`config.mk`:
```
export PLATFORM = sky130hd
export DESIGN_NAME = rs_stream_encoder
export DESIGN_NICKNAME = d
export VERILOG_FILES = /design/src/rtl/rs_stream_encoder.sv
export SDC_FILE = /design/constraint.sdc
export NUM_CORES = 1
export LEC_CHECK = 0
export ABC_AREA = 1
export BUFFER_PORTS_ARGS = -buffer_cell sky130_fd_sc_hd__buf_2
export CAP_MARGIN = 25
export CORE_AREA = 2 2 106 108
export CTS_CLUSTER_DIAMETER = 200
export DETAILED_ROUTE_END_ITERATION = 6
export DIE_AREA = 0 0 108 110
export PLACE_DENSITY_LB_ADDON = 0.05
export SLEW_MARGIN = 20
export SYNTH_ARGS = -nofsm -noshare
export SYNTH_HDL_FRONTEND = slang
export SYNTH_SLANG_ARGS = --single-unit
```
`constraint.sdc`:
```
create_clock -name clk -period 5.3 [get_ports clk]
set_input_delay 0.265 -clock clk [delete_from_list [all_inputs] [get_ports clk]]
set_output_delay 0.265 -clock clk [all_outputs]
set_load 0.01 [all_outputs]
```
`src/rtl/rs_stream_encoder.sv`:
```
// Systematic Reed-Solomon stream encoder: passes K_SYM message symbols through, then appends P_SYM parity.
// Optional RS_ENC_STATS_EN adds saturating cw_count / stall_count ports.
module rs_stream_encoder #(
  parameter int EGF_DIM = 4,
  parameter int ENC_SYM = 4,
  parameter int K_SYM   = 8,
  parameter int P_SYM   = 4,
  parameter logic [EGF_DIM:0] PRIM_POLY = 'h13
) (
  input  logic                       clk,
  input  logic                       rst,
  input  logic                       in_valid,
  output logic                       in_ready,
  input  logic [ENC_SYM*EGF_DIM-1:0] in_data,
  output logic                       out_valid,
  input  logic                       out_ready,
  output logic [ENC_SYM*EGF_DIM-1:0] out_data,
  output logic                       out_sop,
  output logic                       out_eop
`ifdef RS_ENC_STATS_EN
  ,
  output logic [15:0]                cw_count,
  output logic [15:0]                stall_count
`endif
);

  localparam int BW        = ENC_SYM * EGF_DIM;
  localparam int MSG_BEATS = K_SYM / ENC_SYM;
  localparam int PAR_BEATS = P_SYM / ENC_SYM;
  localparam int MAXB      = (MSG_BEATS > PAR_BEATS) ? MSG_BEATS : PAR_BEATS;
  localparam int CNT_W     = (MAXB > 1) ? $clog2(MAXB) : 1;

  typedef logic [EGF_DIM-1:0]             sym_t;
  typedef logic [P_SYM-1:0][EGF_DIM-1:0]  par_t;
  typedef enum logic {MSG, PAR} state_t;

  function automatic sym_t gf_mul(sym_t a, sym_t b);
    sym_t r;
    sym_t aa;
    r  = '0;
    aa = a;
    for (int i = 0; i < EGF_DIM; i++) begin
      if (b[i]) r = r ^ aa;
      aa = aa[EGF_DIM-1] ? ({aa[EGF_DIM-2:0], 1'b0} ^ PRIM_POLY[EGF_DIM-1:0])
                         : {aa[EGF_DIM-2:0], 1'b0};
    end
    return r;
  endfunction

  // Low-order coefficients of the monic g(x) = prod (x + alpha^i); index j holds the x^j term.
  function automatic par_t gen_poly();
    logic [P_SYM:0][EGF_DIM-1:0] g;
    sym_t root;
    g    = '0;
    g[0] = sym_t'(1);
    root = sym_t'(1);
    for (int i = 0; i < P_SYM; i++) begin
      for (int j = P_SYM; j > 0; j--) g[j] = g[j-1] ^ gf_mul(root, g[j]);
      g[0] = gf_mul(root, g[0]);
      root = gf_mul(root, sym_t'(2));
    end
    return g[P_SYM-1:0];
  endfunction

  localparam par_t GEN = gen_poly();

  function automatic par_t lfsr_step(par_t s, sym_t d);
    par_t n;
    sym_t fb;
    fb   = d ^ s[P_SYM-1];
    n[0] = gf_mul(fb, GEN[0]);
    for (int j = 1; j < P_SYM; j++) n[j] = s[j-1] ^ gf_mul(fb, GEN[j]);
    return n;
  endfunction

  state_t           state, state_d;
  logic [CNT_W-1:0] cnt;
  par_t             lfsr, absorb, par_shift;
  logic [BW-1:0]    par_top;
  logic             adv, in_fire, par_fire, msg_last, par_last;

  assign msg_last  = (cnt == CNT_W'(MSG_BEATS - 1));
  assign par_last  = (cnt == CNT_W'(PAR_BEATS - 1));
  assign par_top   = lfsr[P_SYM-1 -: ENC_SYM];
  assign par_shift = lfsr << BW;

  // ENC_SYM feedback steps unrolled, earliest (MS) symbol first.
  always_comb begin
    absorb = lfsr;
    for (int k = 0; k < ENC_SYM; k++)
      absorb = lfsr_step(absorb, in_data[(ENC_SYM-1-k)*EGF_DIM +: EGF_DIM]);
  end

  always_ff @(posedge clk) begin
    if (rst) state <= MSG;
    else     state <= state_d;
  end

  always_comb begin
    state_d  = state;
    in_ready = 1'b0;
    in_fire  = 1'b0;
    par_fire = 1'b0;
    adv      = !out_valid || out_ready;
    case (state)
      MSG: begin
        in_ready = !rst && adv;
        in_fire  = in_valid && in_ready;
        if (in_fire && msg_last) state_d = PAR;
      end
      PAR: begin
        par_fire = adv;
        if (par_fire && par_last) state_d = MSG;
      end
      default: state_d = MSG;
    endcase
  end

  always_ff @(posedge clk) begin
    if (rst) begin
      out_valid <= 1'b0;
      out_data  <= '0;
      out_sop   <= 1'b0;
      out_eop   <= 1'b0;
      lfsr      <= '0;
      cnt       <= '0;
    end else if (in_fire) begin
      out_valid <= 1'b1;
      out_data  <= in_data;
      out_sop   <= (cnt == '0);
      out_eop   <= 1'b0;
      lfsr      <= absorb;
      cnt       <= msg_last ? '0 : cnt + 1'b1;
    end else if (par_fire) begin
      out_valid <= 1'b1;
      out_data  <= par_top;
      out_sop   <= 1'b0;
      out_eop   <= par_last;
      lfsr      <= par_last ? '0 : par_shift;
      cnt       <= par_last ? '0 : cnt + 1'b1;
    end else if (out_ready) begin
      // Beat drained with nothing new behind it.
      out_valid <= 1'b0;
      out_sop   <= 1'b0;
      out_eop   <= 1'b0;
    end
  end

`ifdef RS_ENC_STATS_EN
  always_ff @(posedge clk) begin
    if (rst) begin
      cw_count    <= '0;
      stall_count <= '0;
    end else begin
      if (out_valid && out_ready && out_eop && cw_count != 16'hFFFF)
        cw_count <= cw_count + 16'd1;
      if (out_valid && !out_ready && stall_count != 16'hFFFF)
        stall_count <= stall_count + 16'd1;
    end
  end
`endif

endmodule

```
* Word-level counts from Yosys, hierarchy flattened *
Cells that the tools add are included.

storage, ports and cells
  bits in registers = 37
  input bits = 20
  output and inout port bits = 20
  logic and storage cells = 100

cells by class
  $add $sub $neg = 1
  mux-type cells = 32
  bitwise gates (word level) = 46
  reductions and logical operators = 11

operators with widths
  operator               number
  $xor A4 B4 Y4          32
  $mux W16               4
  $mux W2                12
  $not A2 Y2             12
  $mux W1                15
  $logic_and A1 B1 Y1    4
  $reduce_bool A2 Y1     2
  $reduce_bool A3 Y1     1
  $logic_not A1 Y1       2
  $not A1 Y1             2
  $pmux W1 S2            1
  $reduce_or A2 Y1       1
  $add A1 B1 Y1 const B  1
  $logic_or A1 B1 Y1     1

* Logic depth before layout (Yosys ltp) *
  depth after elaboration = 37
  gate-level depth with buffers = 26
  depth with buffers taken out = 26

* Worst setup path after synthesis *
Ideal clock, no wire load.

  kind = reg2reg
  start point = register lfsr[12] (netlist name)
  end point = register lfsr[9] (netlist name)
  library setup time = 132 ps
  arrival time = 2309 ps
  data required time = 5168 ps
  slack = 2859 ps
  stages on the path, launching flop included = 24
  path buffers = 0
  clock period less this slack = 2441 ps
  cell sequence = dfxtp_1 -> inv_1 -> nand2_1 -> nand2_4 -> nand2_4 -> nand2_4 -> nand2_2 -> nand3_2 -> nand2_1 -> nand2_1 -> nand2_2 -> inv_2 -> nand2_1 -> nand2_1 -> nand2_1 -> nand2_4 -> xnor2_4 -> inv_2 -> nand3_2 -> nand3_1 -> nand2_1 -> nand2_1 -> nand3_1 -> a21oi_1

on the way
  word-level cells in the longest chain between the ends = 23
  elaborated cells on any way between the ends = 40
  those cells by class = mux (9); bitwise (31)

ends and longest elaborated chain
  element                           RTL line  source
  from (decl)                       78        par_t lfsr, absorb, par_shift;
  from (signal assigned)            132       lfsr <= absorb;
  from (signal assigned)            139       lfsr <= par_last ? '0 : par_shift;
  $xor A4 B4 Y4 *                   70        fb = d ^ s[P_SYM-1];
  $not A2 Y2 (no source line)       n/a
  $mux W2                           44        aa = aa[EGF_DIM-1] ? ({aa[EGF_DIM-2:0], 1'b0} ^ PRIM_POLY[EGF_DIM-1:0])
  $xor A4 B4 Y4 (2 in series)       43        if (b[i]) r = r ^ aa;
  $xor A4 B4 Y4 (on tied branches)  72, 43
  $xor A4 B4 Y4 (on tied branches)  70, 72
  $xor A4 B4 Y4 (on tied branches)  43, 70
  $xor A4 B4 Y4 (2 in series)       43
  [4 not listed]                    n/a
  $xor A4 B4 Y4 (2 in series)       43
  $xor A4 B4 Y4                     72        for (int j = 1; j < P_SYM; j++) n[j] = s[j-1] ^ gf_mul(fb, GEN[j]);
  $xor A4 B4 Y4                     70
  $not A2 Y2 (no source line)       n/a
  $mux W2                           44
  $xor A4 B4 Y4                     43
  $xor A4 B4 Y4 *                   72
  $mux W16 *                        127       end else if (in_fire) begin

Every way passes the cells marked *; elsewhere a longest branch is shown, timed or not.
A chain may end at the register's enable or synchronous reset.

* Worst setup path after layout *
Ends and elaborated chain as after synthesis.

==> results.ini <==
[min_path]
hold_path.class = in2reg
worstHoldStart = in_data[3]
hold_path_depth = 3
min_to = out_data[3]

[clock_tree]
post-cts-setup-buffers = 0
insertion_delay_ps = 300
cts_htree_levels = 2
numClockSinks = 37
ctsResizeCount = 0
cts_hold_buf = 0
cts_buffers = 5
root_buffer = clkbuf_8
cts_max_path_buffers = 2
cts_tree = yes
path_clk_slew_ps = 90

[yosys]
syn_avg_cell_area_um2 = 6.662
synth_seq_cells = 37
yosysTopAreaCell = dfxtp_1
synth.top_cell.area_share_pct = 23.56
ys_seq_area_share_pct = 23.56
syn_inst = 472
ys_warn_count = 0
synth.most_common_cell = nand2_1
synthesis.area_um2 = 3144
synth-edff-count = 0
synthArstFlopShare_pct = 0
synth.net_count = 492
synth_commonest_cells = nand2_1 (166), nand3_1 (52), inv_1 (42), dfxtp_1 (37), a21oi_1 (24)
ys.flop_type = dfxtp_1
synth_cell_types = 34
yosys-top-cells-area = dfxtp_1 (24%), nand2_1 (20%), nand3_1 (8.3%), xor2_1 (6.4%), inv_1 (5.0%)

[die]
die_w_um = 108
num_rows = 38
io_pins = 40
initial_core_util_pct = 29.39
core_area_um2 = 10700
die_area_um2 = 11880
die_y_um = 110

[timing]
tightest_slew_ps = 923.4
tns_ps = 0
fmax_ghz = 0.3213
maxSlewHeadroom_pct = 38.06
fin_skew_ps = 13.35
rsz0062_at_grt = false
fin_crit_sh_pct = 58.72
layout_setup_ws_ps = 2188
fin_crit_ps = 3112
drv_slew = 0
hold_viol = 0
setup_violations = 0

[critical_path]
cp-end-kind = register
r2r.worst_path.cells = 21
r2r_start = lfsr[12]
path_class = reg2reg
crit_fanout = 7
r2r_setup_slack_ps = 2190
worstPathArrival_ps = 3280
crit_path_start_kind = register
cp_data_required_time_ps = 5460
reg2reg_to = lfsr[9]

[placement]
gp_congestion = 0.8224
placed_cell_area_um2 = 3508
pre_cts_ws_ps = 2158
portBuffers = 39
place_hpwl_mm = 7.663

[cells_and_area]
fin_area_um2 = 3623
diodes = 0
layout.nets = 530
layout-drive-gt1-share_pct = 22.11
final_core_util_pct = 33.87
syn2layout_area_growth_pct = 15.24

[routing]
route.antenna.remaining_nets = 0
drc = 0
drt-wirelength-per-cell_um = 14.74
firstDrtPassIters = 4
totalWireLength_mm = 9.597
drt_first_iter_violations = 171
num_vias = 3016
avgViaCountPerCell = 4.633

[global_route]
antenna_found_initial = 0
grt.overflow.total = 0
grt.total_usage_pct = 16.78
grt_pass1_vias = 2852
grt_pass1_wl_mm = 15.17
grt_max_degree = 30

[run]
maxCapViolations = 0

[status]
status = finished, final reports clean

[logic make-up after synthesis]
logic type | after synthesis | share of synthesized area, %
AND/OR/NAND/NOR | 276 | 43.85
buffers and inverters | 66 | 7.998
AO/OA/AOI/OAI | 48 | 8.994
XOR/XNOR | 45 | 15.60
flip-flops | 37 | 23.56
[layout make-up]
cell class / count / area [um2]
clock buffer: 5 / 68.82
clock inverter: 3 / 46.29
tap: 140 / 175.2
inverter: 56 / 210.2
multi-input combinational: 369 / 2152
sequential: 37 / 740.7
timing repair buffer: 41 / 230.2
fill: 1199 / 7074
[layer usage]
metal / up-vias / global-route usage [%] / part of all wire, %
li1: 1584 / - / -
met1: 1366 / 22.23 / 47
met2: 58 / 28.30 / 46
met3: 8 / 3.175 / 4.6
met4: 0 / 4.029 / 1.4
met5: - / 0 / 0
[worst max-delay path, stage by stage, from the launching register on]
cell	delay (ps)
dfxtp_1	400
inv_1	70
nand2_1	100
nand2_4	90
nand2_1	100
nand2_1	260
nand3_1	210
nand3_1	90
nand2_1	130
inv_1	50
nand2_1	60
nand2_1	110
nand2_1	180
nand2_4	100
xnor2_4	290
inv_2	120
nand3_2	110
nand3_1	140
nand2_1	100
nand2_1	50
nand3_1	110
a21oi_1	100
[through the flow]
step,hold WS (ps),cells
after floorplan,435.1,472
after global placement,464.3,642
after detailed placement,467.5,643
after CTS,250.9,651
after global routing,265.8,651
final,258.9,651
[flip-flops by register name, summed over array words and instances, names as in the netlist]
signal / flops
lfsr: 16
out_data: 16
cnt: 1
out_eop: 1
out_sop: 1
out_valid: 1
state: 1
[worst max-delay path by stage]
stage / start / endpoint / slack, ps / depth (start not counted)
2_1_floorplan: lfsr[12] / lfsr[9] / 2860 / 23
3_3_place_gp: rst / out_data[15] / 2080 / 9
3_5_place_dp: in_data[12] / lfsr[9] / 2160 / 21
4_1_cts: lfsr[12] / lfsr[9] / 2170 / 21
5_1_grt: lfsr[12] / lfsr[9] / 1850 / 21
6_report: lfsr[12] / lfsr[9] / 2190 / 21
[cells in the final DEF (no fill, tap or decap), drive strengths merged, types with 7 or more instances in the layout]
master  count
a21oi      24
buf        41
inv        53
xor2       27
a31oi       7
xnor2      17
nand2     198
nand3      65
dfxtp      37
Power is left out: the tool's default activity adds up to more than one toggle a clock period on the data nets, which glitch-free logic cannot reach.
